==> src/rtl/arm_mem_pkg.sv <==
// rtl/arm_mem_pkg.sv - shared ids, limits and helpers for the data-memory port arbiter
package arm_mem_pkg;

   typedef logic mid_t;

   localparam mid_t MID_CPU = 1'b0;
   localparam mid_t MID_AUX = 1'b1;

   localparam int RD_LAT_MAX = 4;
   localparam int STREAK_W   = 4;

   localparam logic [STREAK_W-1:0] STREAK_SAT = '1;

   function automatic logic [STREAK_W-1:0] streak_inc(input logic [STREAK_W-1:0] s);
      return (s == STREAK_SAT) ? s : s + 4'd1;
   endfunction

endpackage

==> src/rtl/rd_return_pipe.sv <==
// rtl/rd_return_pipe.sv - DEPTH-stage {valid,id} delay line that tags read returns with their issuer
module rd_return_pipe
   import arm_mem_pkg::*;
#(
   parameter int DEPTH = 1
)
(
   input  logic clk,
   input  logic reset,
   input  logic i_push_valid,
   input  mid_t i_push_id,
   output logic o_valid,
   output mid_t o_id
);

   logic [DEPTH-1:0] r_valid;
   logic [DEPTH-1:0] r_id;

   always_ff @(posedge clk or negedge reset) begin
      if (!reset) begin
         r_valid <= '0;
         r_id    <= '0;
      end else begin
         r_valid[0] <= i_push_valid;
         r_id[0]    <= i_push_id;
         for (int i = 1; i < DEPTH; i++) begin
            r_valid[i] <= r_valid[i-1];
            r_id[i]    <= r_id[i-1];
         end
      end
   end

   assign o_valid = r_valid[DEPTH-1];
   assign o_id    = r_id[DEPTH-1];

endmodule

==> src/rtl/mem_port_arbiter.sv <==
// rtl/mem_port_arbiter.sv - two-master arbiter for a single-port data memory with
// bounded-hold priority and issuer-tagged read returns
module mem_port_arbiter
   import arm_mem_pkg::*;
#(
   parameter int AW       = 32,
   parameter int DW       = 32,
   parameter int RD_LAT   = 1,
   parameter int MAX_HOLD = 4
)
(
   input  logic            clk,
   input  logic            reset,

   input  logic            m0_req,
   input  logic            m0_we,
   input  logic [AW-1:0]   m0_addr,
   input  logic [DW-1:0]   m0_wdata,
   input  logic [DW/8-1:0] m0_be,
   output logic            m0_gnt,
   output logic            m0_rvalid,
   output logic [DW-1:0]   m0_rdata,
   output logic            m0_stall,

   input  logic            m1_req,
   input  logic            m1_we,
   input  logic [AW-1:0]   m1_addr,
   input  logic [DW-1:0]   m1_wdata,
   input  logic [DW/8-1:0] m1_be,
   output logic            m1_gnt,
   output logic            m1_rvalid,
   output logic [DW-1:0]   m1_rdata,

   output logic            mem_en,
   output logic            mem_we,
   output logic [AW-1:0]   mem_addr,
   output logic [DW-1:0]   mem_wdata,
   output logic [DW/8-1:0] mem_be,
   input  logic [DW-1:0]   mem_rdata
);

   localparam logic [STREAK_W-1:0] HOLD_LIM = STREAK_W'(MAX_HOLD);

   mid_t                r_prio;
   logic [STREAK_W-1:0] r_streak;
   logic [DW-1:0]       r_m0_rdata;
   logic [DW-1:0]       r_m1_rdata;

   logic                w_m0_gnt;
   logic                w_m1_gnt;
   logic                w_any_gnt;
   mid_t                w_gnt_id;
   logic                w_other_req;
   logic [STREAK_W-1:0] w_streak_next;
   logic                w_cap;
   logic                w_rd_push;
   logic                w_ret_valid;
   mid_t                w_ret_id;

   always @(posedge clk) begin
      assert (RD_LAT >= 1 && RD_LAT <= RD_LAT_MAX)
         else $error("mem_port_arbiter: RD_LAT=%0d outside 1..%0d", RD_LAT, RD_LAT_MAX);
      assert (MAX_HOLD >= 1 && MAX_HOLD <= 15)
         else $error("mem_port_arbiter: MAX_HOLD=%0d outside 1..15", MAX_HOLD);
   end

   // Grants are forced low while reset is held so nothing reaches memory mid-reset.
   assign w_m0_gnt  = reset & m0_req & (~m1_req | (r_prio == MID_CPU));
   assign w_m1_gnt  = reset & m1_req & (~m0_req | (r_prio == MID_AUX));
   assign w_any_gnt = w_m0_gnt | w_m1_gnt;
   assign w_gnt_id  = w_m1_gnt ? MID_AUX : MID_CPU;

   assign w_other_req   = w_m1_gnt ? m0_req : m1_req;
   assign w_streak_next = (w_gnt_id == r_prio) ? streak_inc(r_streak) : STREAK_W'(1);
   // ">=" also catches a streak built up while uncontended, so the newcomer waits one grant at most.
   assign w_cap         = w_other_req & (w_streak_next >= HOLD_LIM);

   always_ff @(posedge clk or negedge reset) begin
      if (!reset) begin
         r_prio   <= MID_CPU;
         r_streak <= '0;
      end else if (w_any_gnt) begin
         if (w_cap) begin
            r_prio   <= ~w_gnt_id;
            r_streak <= '0;
         end else begin
            r_prio   <= w_gnt_id;
            r_streak <= w_streak_next;
         end
      end
   end

   assign mem_en    = w_any_gnt;
   assign mem_we    = w_any_gnt & (w_m1_gnt ? m1_we : m0_we);
   assign mem_addr  = w_m1_gnt ? m1_addr  : m0_addr;
   assign mem_wdata = w_m1_gnt ? m1_wdata : m0_wdata;
   assign mem_be    = w_m1_gnt ? m1_be    : m0_be;

   assign w_rd_push = w_any_gnt & ~mem_we;

   rd_return_pipe #(
      .DEPTH (RD_LAT)
   ) u_rd_return_pipe (
      .clk          (clk),
      .reset        (reset),
      .i_push_valid (w_rd_push),
      .i_push_id    (w_gnt_id),
      .o_valid      (w_ret_valid),
      .o_id         (w_ret_id)
   );

   always_ff @(posedge clk or negedge reset) begin
      if (!reset) begin
         r_m0_rdata <= '0;
         r_m1_rdata <= '0;
      end else if (w_ret_valid) begin
         if (w_ret_id == MID_CPU) r_m0_rdata <= mem_rdata;
         else                     r_m1_rdata <= mem_rdata;
      end
   end

   assign m0_gnt    = w_m0_gnt;
   assign m1_gnt    = w_m1_gnt;
   assign m0_stall  = m0_req & ~w_m0_gnt;
   assign m0_rvalid = w_ret_valid & (w_ret_id == MID_CPU);
   assign m1_rvalid = w_ret_valid & (w_ret_id == MID_AUX);
   assign m0_rdata  = m0_rvalid ? mem_rdata : r_m0_rdata;
   assign m1_rdata  = m1_rvalid ? mem_rdata : r_m1_rdata;

endmodule

==> config.mk <==
export PLATFORM = sky130hd
export DESIGN_NAME = mem_port_arbiter
export DESIGN_NICKNAME = d
export VERILOG_FILES = /design/src/rtl/arm_mem_pkg.sv /design/src/rtl/rd_return_pipe.sv /design/src/rtl/mem_port_arbiter.sv
export SDC_FILE = /design/constraint.sdc
export NUM_CORES = 1
export LEC_CHECK = 0
export BUFFER_PORTS_ARGS = -buffer_cell sky130_fd_sc_hd__clkbuf_2
export CORE_AREA = 2 2 120 122
export CTS_BUF_LIST = sky130_fd_sc_hd__clkbuf_4 sky130_fd_sc_hd__clkbuf_8 sky130_fd_sc_hd__clkbuf_16
export CTS_CLUSTER_SIZE = 25
export DETAILED_ROUTE_END_ITERATION = 12
export DIE_AREA = 0 0 122 124
export HOLD_SLACK_MARGIN = 0.02
export SYNTH_ARGS = -nofsm -noshare
export SYNTH_HDL_FRONTEND = slang
export SYNTH_SLANG_ARGS = --single-unit
==> constraint.sdc <==
create_clock -name clk -period 2.1 [get_ports clk]
set_input_delay 0.21 -clock clk [delete_from_list [all_inputs] [get_ports clk]]
set_output_delay 0.21 -clock clk [all_outputs]
set_load 0.1 [all_outputs]
### Yosys cells after proc, flatten, opt, wreduce, memory -nomap -nowiden

Cells that the tools add are included.

| storage, ports and cells | value |
|---|---|
| bits in registers | 71 |
| bits in latches | 0 |
| output and inout bits | 139 |
| memory bits (writable) | 0 |
| memories | 0 |
| memory bits (read-only) | 0 |

| operators by class | value |
|---|---|
| reductions and logical operators | 2 |
| magnitude comparators | 1 |
| shift-type cells | 0 |
| equal/unequal tests | 2 |
| divide/modulo/power cells | 0 |
| multiplexer cells | 12 |
| $add $sub $neg | 1 |
| bitwise gates (word level) | 20 |
| $mul | 0 |

Operators with widths:

| kind | count |
|---|---|
| $mux W32 | 4 |
| $mux W4 | 4 |
| $and A1 B1 Y1 | 10 |
| $not A1 Y1 | 7 |
| $add A4 B1 Y4 const B | 1 |
| $eq A4 B4 Y1 const B | 1 |
| $ge A4 B3 Y1 const B | 1 |
| $mux W1 | 4 |
| $reduce_and A2 Y1 | 2 |
| $or A1 B1 Y1 | 3 |
| $eq A1 B1 Y1 | 1 |

### Longest topological paths before layout

| logic depth | value |
|---|---|
| depth after elaboration | 9 |
| gate-level depth with buffers | 7 |
| mapped depth without buffers | 5 |

### Hierarchy

From an unflattened synthesis, not the netlist that was laid out.

| second synthesis, totals | value |
|---|---|
| cell total of the unflattened synthesis | 275 |
| area, all modules | 4,058.9 um^2 |

By module, submodules not included:

| module | sequential area each (um^2) | area an instance (um^2) | cells an instance | times used |
|---|---|---|---|---|
| mem_port_arbiter | 1,726.7 | 4,008.8 | 273 | 1 |
| rd_return_pipe | 50.0 | 50.0 | 2 | 1 |

### Least setup slack after synthesis

OpenSTA, ideal clock, no wires.

| path | value |
|---|---|
| kind | reg2out |
| start point | reg r_prio |
| end point | out mem_we |
| required time | 1.890 ns |
| path buffers | 1 |
| arrival time | 2.990 ns |
| setup slack | -1.100 ns |
| cell stages (with the launch flop) | 4 |
| cells stage by stage | dfrtp_1 -> buf_6 -> a21oi_1 -> a22o_1 |

| between the ends | value |
|---|---|
| cells in the longest elaborated chain, start to end | 5 |

Ends and longest elaborated chain:

| element | line | source |
|---|---|---|
| start: declaration | mem_port_arbiter.sv:44 | `mid_t r_prio;` |
| start signal: assignment | mem_port_arbiter.sv:84 | `r_prio <= ~w_gnt_id;` |
| start signal: assignment | mem_port_arbiter.sv:87 | `r_prio <= w_gnt_id;` |
| $not A1 Y1 | mem_port_arbiter.sv:68 | `assign w_m0_gnt = reset & m0_req & (~m1_req \| (r_prio == MID_CPU));` |
| $or A1 B1 Y1 | mem_port_arbiter.sv:68 |  |
| $and A1 B1 Y1 | mem_port_arbiter.sv:68 |  |
| named net m0_gnt | mem_port_arbiter.sv:20 | `output logic m0_gnt,` |
| $or A1 B1 Y1 | mem_port_arbiter.sv:70 | `assign w_any_gnt = w_m0_gnt \| w_m1_gnt;` |
| $and A1 B1 Y1 | mem_port_arbiter.sv:94 | `assign mem_we = w_any_gnt & (w_m1_gnt ? m1_we : m0_we);` |
| end: declaration | mem_port_arbiter.sv:35 | `output logic mem_we,` |

The timed path passes the listed nets, and every way through them passes these cells.

### Worst setup path after layout

| path | value |
|---|---|
| start point | reg r_prio |
| end point | out mem_wdata[28] |

| between the ends | value |
|---|---|
| cells in the longest elaborated chain, start to end | 3 |

Ends and longest elaborated chain:

| element | line | source |
|---|---|---|
| $or A1 B1 Y1 | mem_port_arbiter.sv:69 | `assign w_m1_gnt = reset & m1_req & (~m0_req \| (r_prio == MID_AUX));` |
| $and A1 B1 Y1 | mem_port_arbiter.sv:69 |  |
| $mux W32 | mem_port_arbiter.sv:96 | `assign mem_wdata = w_m1_gnt ? m1_wdata : m0_wdata;` |
| end: declaration | mem_port_arbiter.sv:37 | `output logic [DW-1:0] mem_wdata,` |

Every way passes these cells.

==> qor.yml <==
run_status: "finished, final reports clean"
clk_pin_slew_ns: 0.06
cts_tree: "done"
async_flop_share: 1.00
ioPinCount: 313
fin_util: 0.608
crit_type: "register to primary output"
route.final.wire_length_mm: 16.4
n_antenna_cell: 0
grt_usage: 0.208
cts_max_level: 3
via_per_inst: 4.58
cts_inserted_buffers: 9
report.final.slew_viol_count: 0
end_kind: "primary output"
crit_path_max_fanout: 12
vias: 3592
synthFlopType: "dfrtp_1"
p_per_area_mw_per_mm2: 1650
synth_edf_count: 0
core_region_area_mm2: 0.0137
hold_class: "input pin to register"
netlist_area_mm2: 0.00406
layout-drive-gt1-share: 0.801
dp_slack_ns: 0.158
final.setup.worst_slack_ns: 0.0535
worstMarginPinSlew_ns: 0.916
firstDrtPassIters: 4
start_util: 0.296
synth.ff_latch_count: 71
grt_pass1_wl_mm: 23.1
wl_per_cell_um: 20.9
ant_nets: 0
final_area_mm2: 0.00834
synth_commonest_cells: "dfrtp_1 (71), mux2_4 (67), mux2_2 (65), o21ai_0 (9), buf_12 (8)"
antenna_found_initial: 0
ys_seq_area_frac: 0.438
min_period_ns: 2.05
die_area_mm2: 0.0151
fin_crit_sh: 0.975
clk_latency_ns: 0.33
drtIter0Drc: 223
start_kind: "register"
cp_slowest_stage_delay_ns: 0.34
synth_cell_types: 31
placed_area_mm2: 0.00786
synth_most_common_cell: "dfrtp_1"
syn2layout_area_growth_pct: 105
grt_remaining_overflow: 0
timing.fmax_mhz: 489
irDropWorstVdd_mv: 1.46
grt_pass1_vias: 3980
clock_path_buffers: 2
drc: 0
setup_viol: 0
cts.sinks: 71
synth_top_area_share: 0.438
die_w_um: 122
chipHeight_um: 124
yosysTopAreaCell: "dfrtp_1"
required_ns: 1.89
crit_path_cell_trace: "nand2b_4 > nor2b_4 > buf_12 > clkbuf_16 > mux2_4 > buf_12"
dpl.hpwl_mm: 13.3
critPathSlowestCell: "dfrtp_1"
avgSynthCellArea_um2: 14.8
num_rows: 43
io_buffers: 312
cts-root-buf: "clkbuf_16"
gp_congestion: 0.895
yosysWarnings: 0
syn_nets: 450
power.leakage_nw: 4.09
final.setup_skew_ns: 0.0111
power_mw: 13.8
synth_area_leaders: "dfrtp_1 (44%), mux2_4 (25%), mux2_2 (18%), buf_12 (3.9%), o21ai_0 (1.1%)"
fin_nets: 774
drv_cap: 0
tns_ns: 0
synthCells: 275
rsz0062_at_grt: "yes"
grt_max_degree: 74
hold_viol: 0
worst_ep_arrival_time_ns: 1.84
slew_headroom: 0.389
worst_path_most_repeated_cell: "buf_12"
[what timing repair did]
item | in CTS | in global routing
resized for setup | 2 | 3
endpoints found under the hold margin | 1 | 0
hold buffers | 1 | 0
cloned | 1 | 1
buffers inserted | 1 | 4
setup endpoints to repair | 30 | 51
[cell usage in the layout (no fill, tap or decap), drive strengths merged, types with 2 or more instances in the layout]
cell type,Yosys,layout
nand3,3,3
nand2b,4,4
nand4b,2,2
nand2,6,6
clkbuf,1,184
mux2,132,132
nor2,4,4
clkinv,0,2
inv,5,6
dfrtp,71,71
o21ai,9,9
a21oi,7,7
o22a,2,2
bufinv,0,3
buf,17,155
[flip-flops by register name, indices dropped and copies added (netlist names)]
| signal | count |
|---|---|
| u_rd_return_pipe.o_id | 1 |
| r_streak | 4 |
| u_rd_return_pipe.o_valid | 1 |
| r_m0_rdata | 32 |
| r_m1_rdata | 32 |
| r_prio | 1 |
[power by group]
part	switching, mW	internal (mW)	leakage [nW]
clock	0.585	1.18	0.171
sequential	0.172	1.92	0.834
combinational	6.43	3.49	3.08
total	7.18	6.59	4.09
[cells by family (layout without fill, tap and decap cells)]
kind of cell,count (synthesis),count (layout),share of synthesized area
multiplexers,132,132,0.428
flip-flops,71,71,0.438
AO/OA/AOI/OAI,24,24,0.0367
AND/OR/NAND/NOR,24,24,0.0355
buffers and inverters,23,352,0.0589
adder cells (fa/ha/maj),1,1,0.00308
[routing by layer]
layer / global-route usage / routed length, µm / vias to the layer above
li1: - / - / 1643
met1: 0.217 / 5520 / 1759
met2: 0.389 / 9060 / 173
met3: 0.0682 / 1410 / 17
met4: 0.0747 / 386 / 0
met5: 0 / 0 / -
[through the flow]
stage                     cells  hold slack (ns)
after CTS                   779           0.0743
after global placement      760           0.0233
final                       784           0.0916
after floorplan             275          -0.0856
after global routing        784            0.110
after detailed placement    760           0.0275
[final timing paths]
kind	slack, ns	end	depth (start not counted)	start
max	0.05	mem_wdata[28]	6	r_prio
min	0.09	u_rd_return_pipe.o_valid	2	m1_we
min reg2reg	0.53	r_m1_rdata[2]	1	r_m1_rdata[2]
min in group asynchronous	0.20	r_streak[2]	2	reset
max in group asynchronous	1.32	r_m0_rdata[14]	2	reset
max reg2reg	0.44	r_streak[0]	5	r_streak[0]
[worst max-delay path, delay by kind of cell (launching register included)]
kind	cells	cell delay, ns
buffers and inverters	3	0.53
DFF	1	0.34
muxes	1	0.32
and+or+nand+nor	2	0.32
[cell type report]
type / count / area [µm²]
fillers: 1055 / 5380
repair buffers: 331 / 3910
multi-input cells: 181 / 2060
flip-flops and latches: 71 / 1780
clock buffers: 10 / 233
well taps: 180 / 225
clock inverters: 6 / 116
inverters: 5 / 18.8
(Power assumes the default switching activity.)
